$ cat config.mk
export PLATFORM = sky130hd
export DESIGN_NAME = keypad_event_controller_flat
export DESIGN_NICKNAME = d
export VERILOG_FILES = /design/src/rtl/keypad_event_controller_pkg.sv /design/src/rtl/keypad_event_controller_if.sv /design/src/rtl/keypad_event_controller_fifo.sv /design/src/rtl/keypad_event_controller.sv /design/src/flat_wrapper.sv
export SDC_FILE = /design/constraint.sdc
export NUM_CORES = 1
export LEC_CHECK = 0
export CAP_MARGIN = 10
export CORE_ASPECT_RATIO = 0.9
export CORE_MARGIN = 2
export CORE_UTILIZATION = 49
export CTS_BUF_LIST = sky130_fd_sc_hd__clkbuf_8
export CTS_CLUSTER_DIAMETER = 80
export CTS_CLUSTER_SIZE = 25
export DETAILED_ROUTE_END_ITERATION = 16
export PLACE_DENSITY_LB_ADDON = 0.08
export SYNTH_ARGS = -nofsm -noshare
export SYNTH_HDL_FRONTEND = slang
export SYNTH_SLANG_ARGS = --single-unit
$ cat constraint.sdc
create_clock -name clk -period 2.5 [get_ports clk]
set_input_delay 0.5 -clock clk [delete_from_list [all_inputs] [get_ports clk]]
set_output_delay 0.5 -clock clk [all_outputs]
set_load 0.01 [all_outputs]
$ cat src/rtl/keypad_event_controller_pkg.sv
// ---------------------------------------------------------------------------
// keypad_pkg
// Shared definitions for the keypad event controller:
//   NUM_KEYS        number of keys in the matrix (4x4)
//   KEY_CODE_W      width of a key index
//   ROW_IDLE_SCAN   kb_row value that marks the first row of a scan
//   state_t         drain FSM state encoding
//   lowest_set_index  index of the least-significant set bit of a key mask
// ---------------------------------------------------------------------------
package keypad_pkg;

    localparam int NUM_KEYS   = 16;
    localparam int KEY_CODE_W = 4;
    localparam logic [3:0] ROW_IDLE_SCAN = 4'b1110;

    typedef enum logic {
        IDLE  = 1'b0,
        DRAIN = 1'b1
    } state_t;

    // Returns 0 for an all-zero mask; callers only use it on non-zero masks.
    function automatic logic [KEY_CODE_W-1:0] lowest_set_index(input logic [NUM_KEYS-1:0] v);
        logic [KEY_CODE_W-1:0] idx;
        idx = '0;
        for (int i = NUM_KEYS - 1; i >= 0; i--) begin
            if (v[i]) begin
                idx = KEY_CODE_W'(i);
            end
        end
        return idx;
    endfunction

endpackage

$ cat src/rtl/keypad_event_controller_if.sv
// ---------------------------------------------------------------------------
// keypad_event_if
// Key-event stream between the keypad controller (master) and its consumer
// (slave, e.g. CPU or display logic).
//   key_code      head-of-queue key index
//   key_valid     queue non-empty
//   key_ready     consumer accepts the head when key_valid is also high
//   fifo_count    queue occupancy
//   overflow      sticky flag, an event was dropped
//   clr_overflow  clears overflow
// ---------------------------------------------------------------------------
interface keypad_event_if
    import keypad_pkg::*;
#(
    parameter int FIFO_DEPTH = 4
) ();

    logic [KEY_CODE_W-1:0]         key_code;
    logic                          key_valid;
    logic                          key_ready;
    logic [$clog2(FIFO_DEPTH):0]   fifo_count;
    logic                          overflow;
    logic                          clr_overflow;

    modport master (
        output key_code,
        output key_valid,
        output fifo_count,
        output overflow,
        input  key_ready,
        input  clr_overflow
    );

    modport slave (
        input  key_code,
        input  key_valid,
        input  fifo_count,
        input  overflow,
        output key_ready,
        output clr_overflow
    );

endinterface

$ cat src/rtl/keypad_event_controller_fifo.sv
// ---------------------------------------------------------------------------
// keypad_event_fifo
// Small synchronous FIFO for key events. Head data is read combinationally
// from registered storage, so a write becomes visible one cycle later.
//   clk, reset_n  clock, synchronous active-low reset
//   push, push_data  write strobe (caller guarantees !full or same-cycle pop)
//   pop           read strobe (caller guarantees !empty)
//   full, empty, count  status
//   head          entry at the read pointer, 0 while empty
// ---------------------------------------------------------------------------
module keypad_event_fifo #(
    parameter int DEPTH = 4,
    parameter int WIDTH = 4
) (
    input  logic                       clk,
    input  logic                       reset_n,
    input  logic                       push,
    input  logic [WIDTH-1:0]           push_data,
    input  logic                       pop,
    output logic                       full,
    output logic                       empty,
    output logic [$clog2(DEPTH):0]     count,
    output logic [WIDTH-1:0]           head
);

    localparam int AW = $clog2(DEPTH);
    localparam int CW = AW + 1;

    logic [WIDTH-1:0] mem [DEPTH];
    logic [AW-1:0]    wr_ptr_reg;
    logic [AW-1:0]    rd_ptr_reg;
    logic [CW-1:0]    count_reg;
    logic [CW-1:0]    count_next;

    // Storage needs no reset: nothing is read from it while empty.
    always_ff @(posedge clk) begin
        if (push) begin
            mem[wr_ptr_reg] <= push_data;
        end
    end

    always_comb begin
        count_next = count_reg;
        case ({push, pop})
            2'b10:   count_next = count_reg + 1'b1;
            2'b01:   count_next = count_reg - 1'b1;
            default: count_next = count_reg;
        endcase
    end

    // Pointers are exactly log2(DEPTH) wide, so increments wrap naturally.
    always_ff @(posedge clk) begin
        if (!reset_n) begin
            wr_ptr_reg <= '0;
            rd_ptr_reg <= '0;
            count_reg  <= '0;
        end else begin
            if (push) begin
                wr_ptr_reg <= wr_ptr_reg + 1'b1;
            end
            if (pop) begin
                rd_ptr_reg <= rd_ptr_reg + 1'b1;
            end
            count_reg <= count_next;
        end
    end

    assign full  = (count_reg == CW'(DEPTH));
    assign empty = (count_reg == '0);
    assign count = count_reg;
    assign head  = empty ? '0 : mem[rd_ptr_reg];

endmodule

$ cat src/rtl/keypad_event_controller.sv
// ---------------------------------------------------------------------------
// keypad_event_controller
// Detects scan boundaries from kb_row, samples and debounces the active-low
// keys vector once per scan, and turns each new press into a 4-bit key code
// queued behind a valid/ready handshake.
//   clk       system clock (same as the decoder's scan clock)
//   reset_n   synchronous active-low reset
//   keys      raw decoder output, active-low, bit 4*row+col
//   kb_row    decoder row drive, one-hot-low
//   key_held  debounced key state, active-high
//   evt       event stream (keypad_event_if.master): key_code, key_valid,
//             key_ready, fifo_count, overflow, clr_overflow
// Optional build macro: KEYPAD_AUTOREPEAT_EN adds auto-repeat of a lone
// held key (REPEAT_DELAY / REPEAT_PERIOD scans).
// ---------------------------------------------------------------------------
module keypad_event_controller
    import keypad_pkg::*;
#(
    parameter int DEBOUNCE_SCANS = 3,
    parameter int FIFO_DEPTH     = 4
`ifdef KEYPAD_AUTOREPEAT_EN
    ,
    parameter int REPEAT_DELAY   = 20,
    parameter int REPEAT_PERIOD  = 5
`endif
) (
    input  logic                 clk,
    input  logic                 reset_n,
    input  logic [NUM_KEYS-1:0]  keys,
    input  logic [3:0]           kb_row,
    output logic [NUM_KEYS-1:0]  key_held,
    keypad_event_if.master       evt
);

    localparam int CNT_W = $clog2(FIFO_DEPTH) + 1;
    localparam logic [3:0] DEB_MAX = 4'(DEBOUNCE_SCANS);

    logic [3:0]            prev_row_reg;
    logic [NUM_KEYS-1:0]   last_sample_reg;
    logic [3:0]            deb_cnt_reg;
    logic [3:0]            deb_cnt_next;
    logic [NUM_KEYS-1:0]   key_held_reg;
    logic [NUM_KEYS-1:0]   block_reg;
    logic [NUM_KEYS-1:0]   pending_reg;
    logic [NUM_KEYS-1:0]   pending_next;
    state_t                state_reg;
    state_t                state_next;
    logic                  overflow_reg;

    logic                  scan_tick;
    logic [NUM_KEYS-1:0]   sample;
    logic                  held_update;
    logic [NUM_KEYS-1:0]   new_mask;
    logic [NUM_KEYS-1:0]   repeat_mask;
    logic [NUM_KEYS-1:0]   req_mask;

    logic                  push;
    logic [KEY_CODE_W-1:0] push_code;
    logic                  push_ok;
    logic                  pop;
    logic                  drop;
    logic                  fifo_full;
    logic                  fifo_empty;
    logic [CNT_W-1:0]      fifo_count;
    logic [KEY_CODE_W-1:0] fifo_head;

    // ---------------- scan boundary and debounce ----------------
    assign scan_tick = (prev_row_reg != ROW_IDLE_SCAN) && (kb_row == ROW_IDLE_SCAN);
    assign sample    = ~keys;

    always_comb begin
        deb_cnt_next = deb_cnt_reg;
        if (scan_tick) begin
            if (sample == last_sample_reg) begin
                deb_cnt_next = (deb_cnt_reg >= DEB_MAX) ? DEB_MAX : deb_cnt_reg + 1'b1;
            end else begin
                deb_cnt_next = 4'd1;
            end
        end
    end

    assign held_update = scan_tick && (deb_cnt_next == DEB_MAX);

    // A key is blocked from producing a press event until the debounced
    // state has shown it released at least once since reset, so keys held
    // across reset do not generate events.
    generate
        for (genvar gi = 0; gi < NUM_KEYS; gi++) begin : g_new_mask
            assign new_mask[gi] = held_update & sample[gi] & ~key_held_reg[gi] & ~block_reg[gi];
        end
    endgenerate

    always_ff @(posedge clk) begin
        if (!reset_n) begin
            prev_row_reg    <= 4'b1111;
            last_sample_reg <= '0;
            deb_cnt_reg     <= '0;
            key_held_reg    <= '0;
            block_reg       <= '1;
        end else begin
            prev_row_reg <= kb_row;
            deb_cnt_reg  <= deb_cnt_next;
            if (scan_tick && (sample != last_sample_reg)) begin
                last_sample_reg <= sample;
            end
            if (held_update) begin
                key_held_reg <= sample;
                block_reg    <= block_reg & sample;
            end
        end
    end

    // ---------------- optional auto-repeat ----------------
`ifdef KEYPAD_AUTOREPEAT_EN
    localparam int RPT_W = $clog2(REPEAT_DELAY + REPEAT_PERIOD + 1);

    logic [RPT_W-1:0] rpt_cnt_reg;
    logic [RPT_W-1:0] rpt_cnt_inc;
    logic             held_changed;
    logic             single_held;
    logic             repeat_fire;

    assign held_changed = held_update && (sample != key_held_reg);
    assign single_held  = (key_held_reg != '0)
                       && ((key_held_reg & (key_held_reg - 1'b1)) == '0)
                       && ((key_held_reg & block_reg) == '0);
    assign rpt_cnt_inc  = rpt_cnt_reg + 1'b1;
    assign repeat_fire  = scan_tick && single_held && !held_changed
                       && ((rpt_cnt_inc == RPT_W'(REPEAT_DELAY))
                        || (rpt_cnt_inc == RPT_W'(REPEAT_DELAY + REPEAT_PERIOD)));

    // After the first repeat the counter folds back to REPEAT_DELAY so each
    // further REPEAT_PERIOD ticks fire again.
    always_ff @(posedge clk) begin
        if (!reset_n) begin
            rpt_cnt_reg <= '0;
        end else if (held_changed || !single_held) begin
            rpt_cnt_reg <= '0;
        end else if (scan_tick) begin
            rpt_cnt_reg <= (rpt_cnt_inc == RPT_W'(REPEAT_DELAY + REPEAT_PERIOD))
                         ? RPT_W'(REPEAT_DELAY) : rpt_cnt_inc;
        end
    end

    assign repeat_mask = repeat_fire ? key_held_reg : '0;
`else
    assign repeat_mask = '0;
`endif

    assign req_mask = new_mask | repeat_mask;

    // ---------------- drain FSM ----------------
    always_comb begin
        state_next   = state_reg;
        pending_next = pending_reg;
        push         = 1'b0;
        push_code    = '0;
        case (state_reg)
            IDLE: begin
                if (req_mask != '0) begin
                    pending_next = pending_reg | req_mask;
                    state_next   = DRAIN;
                end
            end
            DRAIN: begin
                push         = 1'b1;
                push_code    = lowest_set_index(pending_reg);
                // The bit is cleared whether or not the FIFO took the event.
                pending_next = (pending_reg & ~(NUM_KEYS'(1) << push_code)) | req_mask;
                if (pending_next == '0) begin
                    state_next = IDLE;
                end
            end
            default: begin
                state_next   = IDLE;
                pending_next = '0;
            end
        endcase
    end

    always_ff @(posedge clk) begin
        if (!reset_n) begin
            state_reg   <= IDLE;
            pending_reg <= '0;
        end else begin
            state_reg   <= state_next;
            pending_reg <= pending_next;
        end
    end

    // ---------------- event FIFO and overflow ----------------
    assign pop     = !fifo_empty && evt.key_ready;
    assign push_ok = push && (!fifo_full || pop);
    assign drop    = push && fifo_full && !pop;

    keypad_event_fifo #(
        .DEPTH (FIFO_DEPTH),
        .WIDTH (KEY_CODE_W)
    ) u_fifo (
        .clk       (clk),
        .reset_n   (reset_n),
        .push      (push_ok),
        .push_data (push_code),
        .pop       (pop),
        .full      (fifo_full),
        .empty     (fifo_empty),
        .count     (fifo_count),
        .head      (fifo_head)
    );

    // Setting wins over a simultaneous clear.
    always_ff @(posedge clk) begin
        if (!reset_n) begin
            overflow_reg <= 1'b0;
        end else if (drop) begin
            overflow_reg <= 1'b1;
        end else if (evt.clr_overflow) begin
            overflow_reg <= 1'b0;
        end
    end

    assign key_held       = key_held_reg;
    assign evt.key_code   = fifo_head;
    assign evt.key_valid  = !fifo_empty;
    assign evt.fifo_count = fifo_count;
    assign evt.overflow   = overflow_reg;

endmodule
$ cat src/flat_wrapper.sv
// flat-port wrapper written by rule: the top's interface ports become plain ports
module keypad_event_controller_flat import keypad_pkg::*;
#(
    parameter int DEBOUNCE_SCANS = 3,
    parameter int FIFO_DEPTH     = 4

)
  (clk, reset_n, keys, kb_row, key_held, evt_key_code, evt_key_valid, evt_fifo_count, evt_overflow, evt_key_ready, evt_clr_overflow);
  keypad_event_if #(.FIFO_DEPTH(FIFO_DEPTH)) evt_i ();
  input  logic clk;
  input  logic reset_n;
  input  logic [NUM_KEYS-1:0] keys;
  input  logic [3:0] kb_row;
  output logic [NUM_KEYS-1:0] key_held;
  output wire logic [$bits(evt_i.key_code)-1:0] evt_key_code;
  output wire logic [$bits(evt_i.key_valid)-1:0] evt_key_valid;
  output wire logic [$bits(evt_i.fifo_count)-1:0] evt_fifo_count;
  output wire logic [$bits(evt_i.overflow)-1:0] evt_overflow;
  input wire logic [$bits(evt_i.key_ready)-1:0] evt_key_ready;
  input wire logic [$bits(evt_i.clr_overflow)-1:0] evt_clr_overflow;
  assign evt_key_code = evt_i.key_code;
  assign evt_key_valid = evt_i.key_valid;
  assign evt_fifo_count = evt_i.fifo_count;
  assign evt_overflow = evt_i.overflow;
  assign evt_i.key_ready = evt_key_ready;
  assign evt_i.clr_overflow = evt_clr_overflow;
  keypad_event_controller #(.DEBOUNCE_SCANS(DEBOUNCE_SCANS), .FIFO_DEPTH(FIFO_DEPTH)) u_core (.clk(clk), .reset_n(reset_n), .keys(keys), .kb_row(kb_row), .key_held(key_held), .evt(evt_i));
endmodule
# [Word-level counts from Yosys, hierarchy flattened]
# Memories as Yosys holds them, arrays and structs flattened. A register that Yosys moved wholly into a read port is not among the register bits.
# Cells that the tools add are included.
[classes] addsub=5 magnitude_cmp=1 eq_ne=9 n_shift=1 mux=35 n_bitwise=87 n_reduce_logical=16
[op_table] op="4-bit 2-to-1 mux" n=22
[op_table] op="1-bit bitwise AND" n=48
[op_table] op="1-bit NOT" n=33
[op_table] op="16-bit bitwise AND" n=2
[op_table] op="16-bit NOT" n=2
[op_table] op="16-bit OR" n=2
[op_table] op="16-bit case mux with 2 select lines" n=1
[op_table] op="16-bit == test" n=1
[op_table] op="16-bit logical NOT" n=1
[op_table] op="16-bit 2-to-1 mux" n=1
[op_table] op="16-bit inequality test" n=1
[op_table] op="16-bit nonzero test" n=1
[op_table] op="1-bit by 4-bit left shift with 16-bit output (first input constant)" n=1
[op_table] op="1-bit logical AND" n=7
[op_table] op="1-bit 2-to-1 mux" n=7
[op_table] op="3-bit case mux with 2 select lines" n=1
[op_table] op="2-bit by 1-bit adder with 2-bit output (second input constant)" n=2
[op_table] op="4-bit by 1-bit adder with 4-bit output (second input constant)" n=1
[op_table] op="4-bit by 2-bit == test with 1-bit output (second input constant)" n=1
[op_table] op="4-bit == test (second input constant)" n=1
[op_table] op="4-bit by 2-bit >= comparator with 1-bit output (second input constant)" n=1
[op_table] op="2-bit 2-to-1 mux" n=2
[op_table] op="4-bit inequality test (second input constant)" n=1
[op_table] op="2-bit nonzero test" n=2
[op_table] op="10 further kinds" n=12
[totals] reg_bits=81 mem_bits_rw=16 output_inout_bits=25 memories=1
[mem_list] name="u_core.u_fifo.mem" depth=4 width=4 rd=1 rd_clocked_by_memory_dff=1 wr=1 line="keypad_event_controller_fifo.sv:29" rtl="logic [WIDTH-1:0] mem [DEPTH];"

# [Longest topological paths before layout]
[logic_depth] ltp_word=24 mapped_depth=10 mapped_depth_nobuf=9

# [Cells and area by module]
# A second synthesis with hierarchy kept.
[unflattened] hier_cells=454 area_unflattened_um2=4444.3
[modules_own_cells] mod="keypad_event_controller" n_inst=1 cells_each=384 area_each_um2=3390.8 seq_area_each_um2=1481.4
[modules_own_cells] mod="keypad_event_fifo" n_inst=1 cells_each=70 area_each_um2=1053.5 seq_area_each_um2=660.6

# [Least setup slack after synthesis]
# Ideal clock, no wire load.
[synth_path] path_kind="input-to-reg" startpoint="input keys[1]" endpoint="register u_core.pending_reg[13]" setup_time_ns=0.070 arrival_ns=2.327 slack_ns=0.103 stages=8 n_path_buf=1 cell_sequence="xnor2_1 -> nor4_1 -> nand4_1 -> nor3_4 -> a21bo_2 -> buf_2 -> or4_1 -> a21oi_1"
[synth_between] elab_chain_cells=12
[synth_rtl] item="from (decl)" line="flat_wrapper.sv:12" rtl="input logic [NUM_KEYS-1:0] keys;"
[synth_rtl] item="16-bit NOT *" line="keypad_event_controller.sv:69" rtl="assign sample = ~keys;"
[synth_rtl] item="16-bit == test" line="keypad_event_controller.sv:74" rtl="if (sample == last_sample_reg) begin"
[synth_rtl] item="4-bit 2-to-1 mux" line="keypad_event_controller.sv:74"
[synth_rtl] item="4-bit 2-to-1 mux" line="keypad_event_controller.sv:73" rtl="if (scan_tick) begin"
[synth_rtl] item="4-bit by 2-bit == test with 1-bit output" line="keypad_event_controller.sv:82" rtl="assign held_update = scan_tick && (deb_cnt_next == DEB_MAX);"
[synth_rtl] item="1-bit logical AND" line="keypad_event_controller.sv:82"
[synth_rtl] item="1-bit bitwise AND (3 in series)" line="keypad_event_controller.sv:89" rtl="assign new_mask[gi] = held_update & sample[gi] & ~key_held_reg[gi] & ~block_reg[gi];"
[synth_rtl] item="16-bit OR" line="keypad_event_controller.sv:161" rtl="pending_next = pending_reg | req_mask;"
[synth_rtl] item="16-bit 2-to-1 mux" line="keypad_event_controller.sv:160" rtl="if (req_mask != '0) begin"
[synth_rtl] item="16-bit case mux with 2 select lines" line="keypad_event_controller.sv:158" rtl="case (state_reg)"
[synth_rtl] item="to (signal assigned)" line="keypad_event_controller.sv:187" rtl="pending_reg <= pending_next;"
[synth_rtl] item="to (decl)" line="keypad_event_controller.sv:44" rtl="logic [NUM_KEYS-1:0] pending_reg;"
# Mark *: on every way between the ends. The rest lies on a longest branch, timed or not. The select of a mux whose other input is x is not followed.
# A chain may end at the register's enable or synchronous reset.

==> results.cfg <==
[global_routing]
use_met1 = 0.348
grt_max_degree = 39
grt_antenna_before_repair = 0
groute.usage.overall = 0.244
grt_busiest_layer = met2
use_met3 = 0.0523
grt_pass1_wl_mm = 18.1
grt_overflow_total = 0
grt_pass1_vias = 3643
grt_util_met2 = 0.366

[clocking]
cts_tree = done
ctsHoldBuffers = 0
clockBufferDepth = 2
clock-root-buffer = clkbuf_8
clock_sinks = 99
cts_buffers = 9
htreeDepth = 3
clk_pin_slew_ns = 0.10
clock_latency_ns = 0.38

[floorplanning]
num_rows = 32
fp.dieW_um = 103
die_area_um2 = 9670
core_um2 = 8610
fp.dieH_um = 93.5
io_pins = 49
start_util = 0.506

[setup_path]
cp_slowest_cell = mux4_2
reg2reg_to = u_core.pending_reg[9]
crit_buf_inv = 1
r2r_start = u_core.last_sample_reg[6]
r2r_cells = 8
cp_max_fo = 4
crit_type = reg -> out
cp-start-kind = flop
slowest_delay_ns = 0.49
end_kind = primary output
cp.arrival_ns = 1.90
critPathRequiredTime_ns = 2.00
crit_cells = 3
worst-r2r-setup-slack_ns = 0.16
crit_path_cell_trace = mux4_2, and2_1, clkdlybuf4s50_1
critPathTopFamily = multiplexers

[sta]
fin_skew_ns = 0.0138
fmax_ghz = 0.416
slew_headroom = 0.567
setup_viol = 0
hold_viol = 0
tightest_slew_ns = 0.647
rsz0062_at_grt = false
period_share = 0.961
post-route-min-period_ns = 2.40
drv_slew = 0
hold_slack_ns = 0.440
tns_ns = 0

[logic_synthesis]
yosysTopAreaCell = dfxtp_1
ys.warnings.count = 0
synth_edf_count = 16
yosysMostFrequentCell = dfxtp_1
synthCells = 476
syn_area_per_cell_um2 = 9.16
synth_top_cell_area_share = 0.381
async_flop_share = 0
synth_area_um2 = 4360
syn-num-nets = 507
synth_area_leaders = dfxtp_1 (38%), edfxtp_1 (11%), nand2_1 (5.7%)
ys_top_cells_by_count = dfxtp_1 (83), nand2_1 (66), nor2_1 (45), o21ai_0 (30), a21oi_1 (25)
yosys.cell_types.count = 50
synthFlopType = dfxtp_1
ys_seq_elements = 99
ys_seq_area_frac = 0.491

[power]
p_per_area_nw_per_um2 = 488
ir_drop_v = 0.000358
leakagePower_nw = 2.34
total_power_mw = 2.76

[drt]
drt_wl_total_mm = 11.2
ant_nets = 0
routedWlPerCell_um = 16.2
via_per_inst = 5.56
dr_total_vias = 3836
drt_iter0_markers = 306
first_pass_iters = 5
post-route-drc-count = 0

[final_layout]
finalNonFillerCells = 690
ff_latch_area_um2 = 2150
layout-drive-gt1-share = 0.168
area_growth_pct = 29.9
nets = 597
fillers = 717
design_area_um2 = 5660
multiInputGateArea_um2 = 2200
diodes = 0

[worst_hold_path]
hold_depth = 2
hold_start = keys[1]
min_path_type = in -> reg
holdPathEnd = u_core.key_held[1]

[outcome]
status = finished, final reports clean

[placement]
dpl_cell_area_um2 = 5280
hpwl_mm = 8.08
place_congestion = 1.02
io_buffer_count = 48
dpl.cell_count = 669

[job]
drv_cap = 0
==> cells in the final DEF (no fill, tap or decap), types with 18 or more instances in the layout <==
cell type and count:
a211oi_1 18, a21oi_1 24, buf_4 52, clkdlybuf4s50_1 32, dfxtp_1 82, nand2_1 66
nor2_1 45, o21ai_0 28
==> power by group <==
group	internal, mW	total, mW	switching [mW]
clock	0.378	0.972	0.594
combinational	0.0818	0.162	0.0801
sequential	1.62	1.63	0.00826
total	2.08	2.76	0.683
==> worst max path at each step <==
stage / startpoint / end
2_1_floorplan: keys[1] / u_core.pending_reg[13]
3_3_place_gp: keys[3] / u_core.pending_reg[5]
3_5_place_dp: keys[7] / u_core.pending_reg[9]
4_1_cts: flop / evt_key_code[2]
5_1_grt: u_core.pending_reg[1] / u_core.pending_reg[7]
6_report: flop / evt_key_code[2]
==> cell families (layout without fill, tap and decap cells) <==
group	Yosys count	after routing	synth area share
muxes	6	6	0.0253
AOI/OAI and AO/OA	108	108	0.164
xor gates and xnor gates	21	21	0.0422
DFF	99	99	0.491
and+or+nand+nor	199	199	0.224
adders and majority gates	7	7	0.0218
buffers and inverters	36	131	0.0313
==> layout make-up <==
cell class,instances,area share
Multi-Input combinational cell,341,0.388
Sequential cell,99,0.379
Timing Repair Buffer,102,0.166
Tap cell,119,0.0263
Clock buffer,9,0.0219
Clock inverter,7,0.0104
Inverter,13,0.00861
==> what timing repair did <==
action,CTS,global route
buffers inserted,1,4
pin swaps,3,6
resized for setup,4,38
endpoints found under the setup margin,14,37
==> per-stage QoR <==
step / worst slack (ns) / utilization
floorplan: 0.103 / -
global placement: -0.374 / 0.614
detailed placement: -0.462 / 0.614
CTS: 0.0353 / 0.638
global route: 0.0103 / 0.658
finish: 0.0965 / 0.658
==> routing by layer <==
metal,wire (µm),vias up
met3,632,16
met2,5040,117
met5,0,-
li1,-,1876
met1,5360,1827
met4,180,0
No activity file was read; power rests on OpenSTA's default activity.
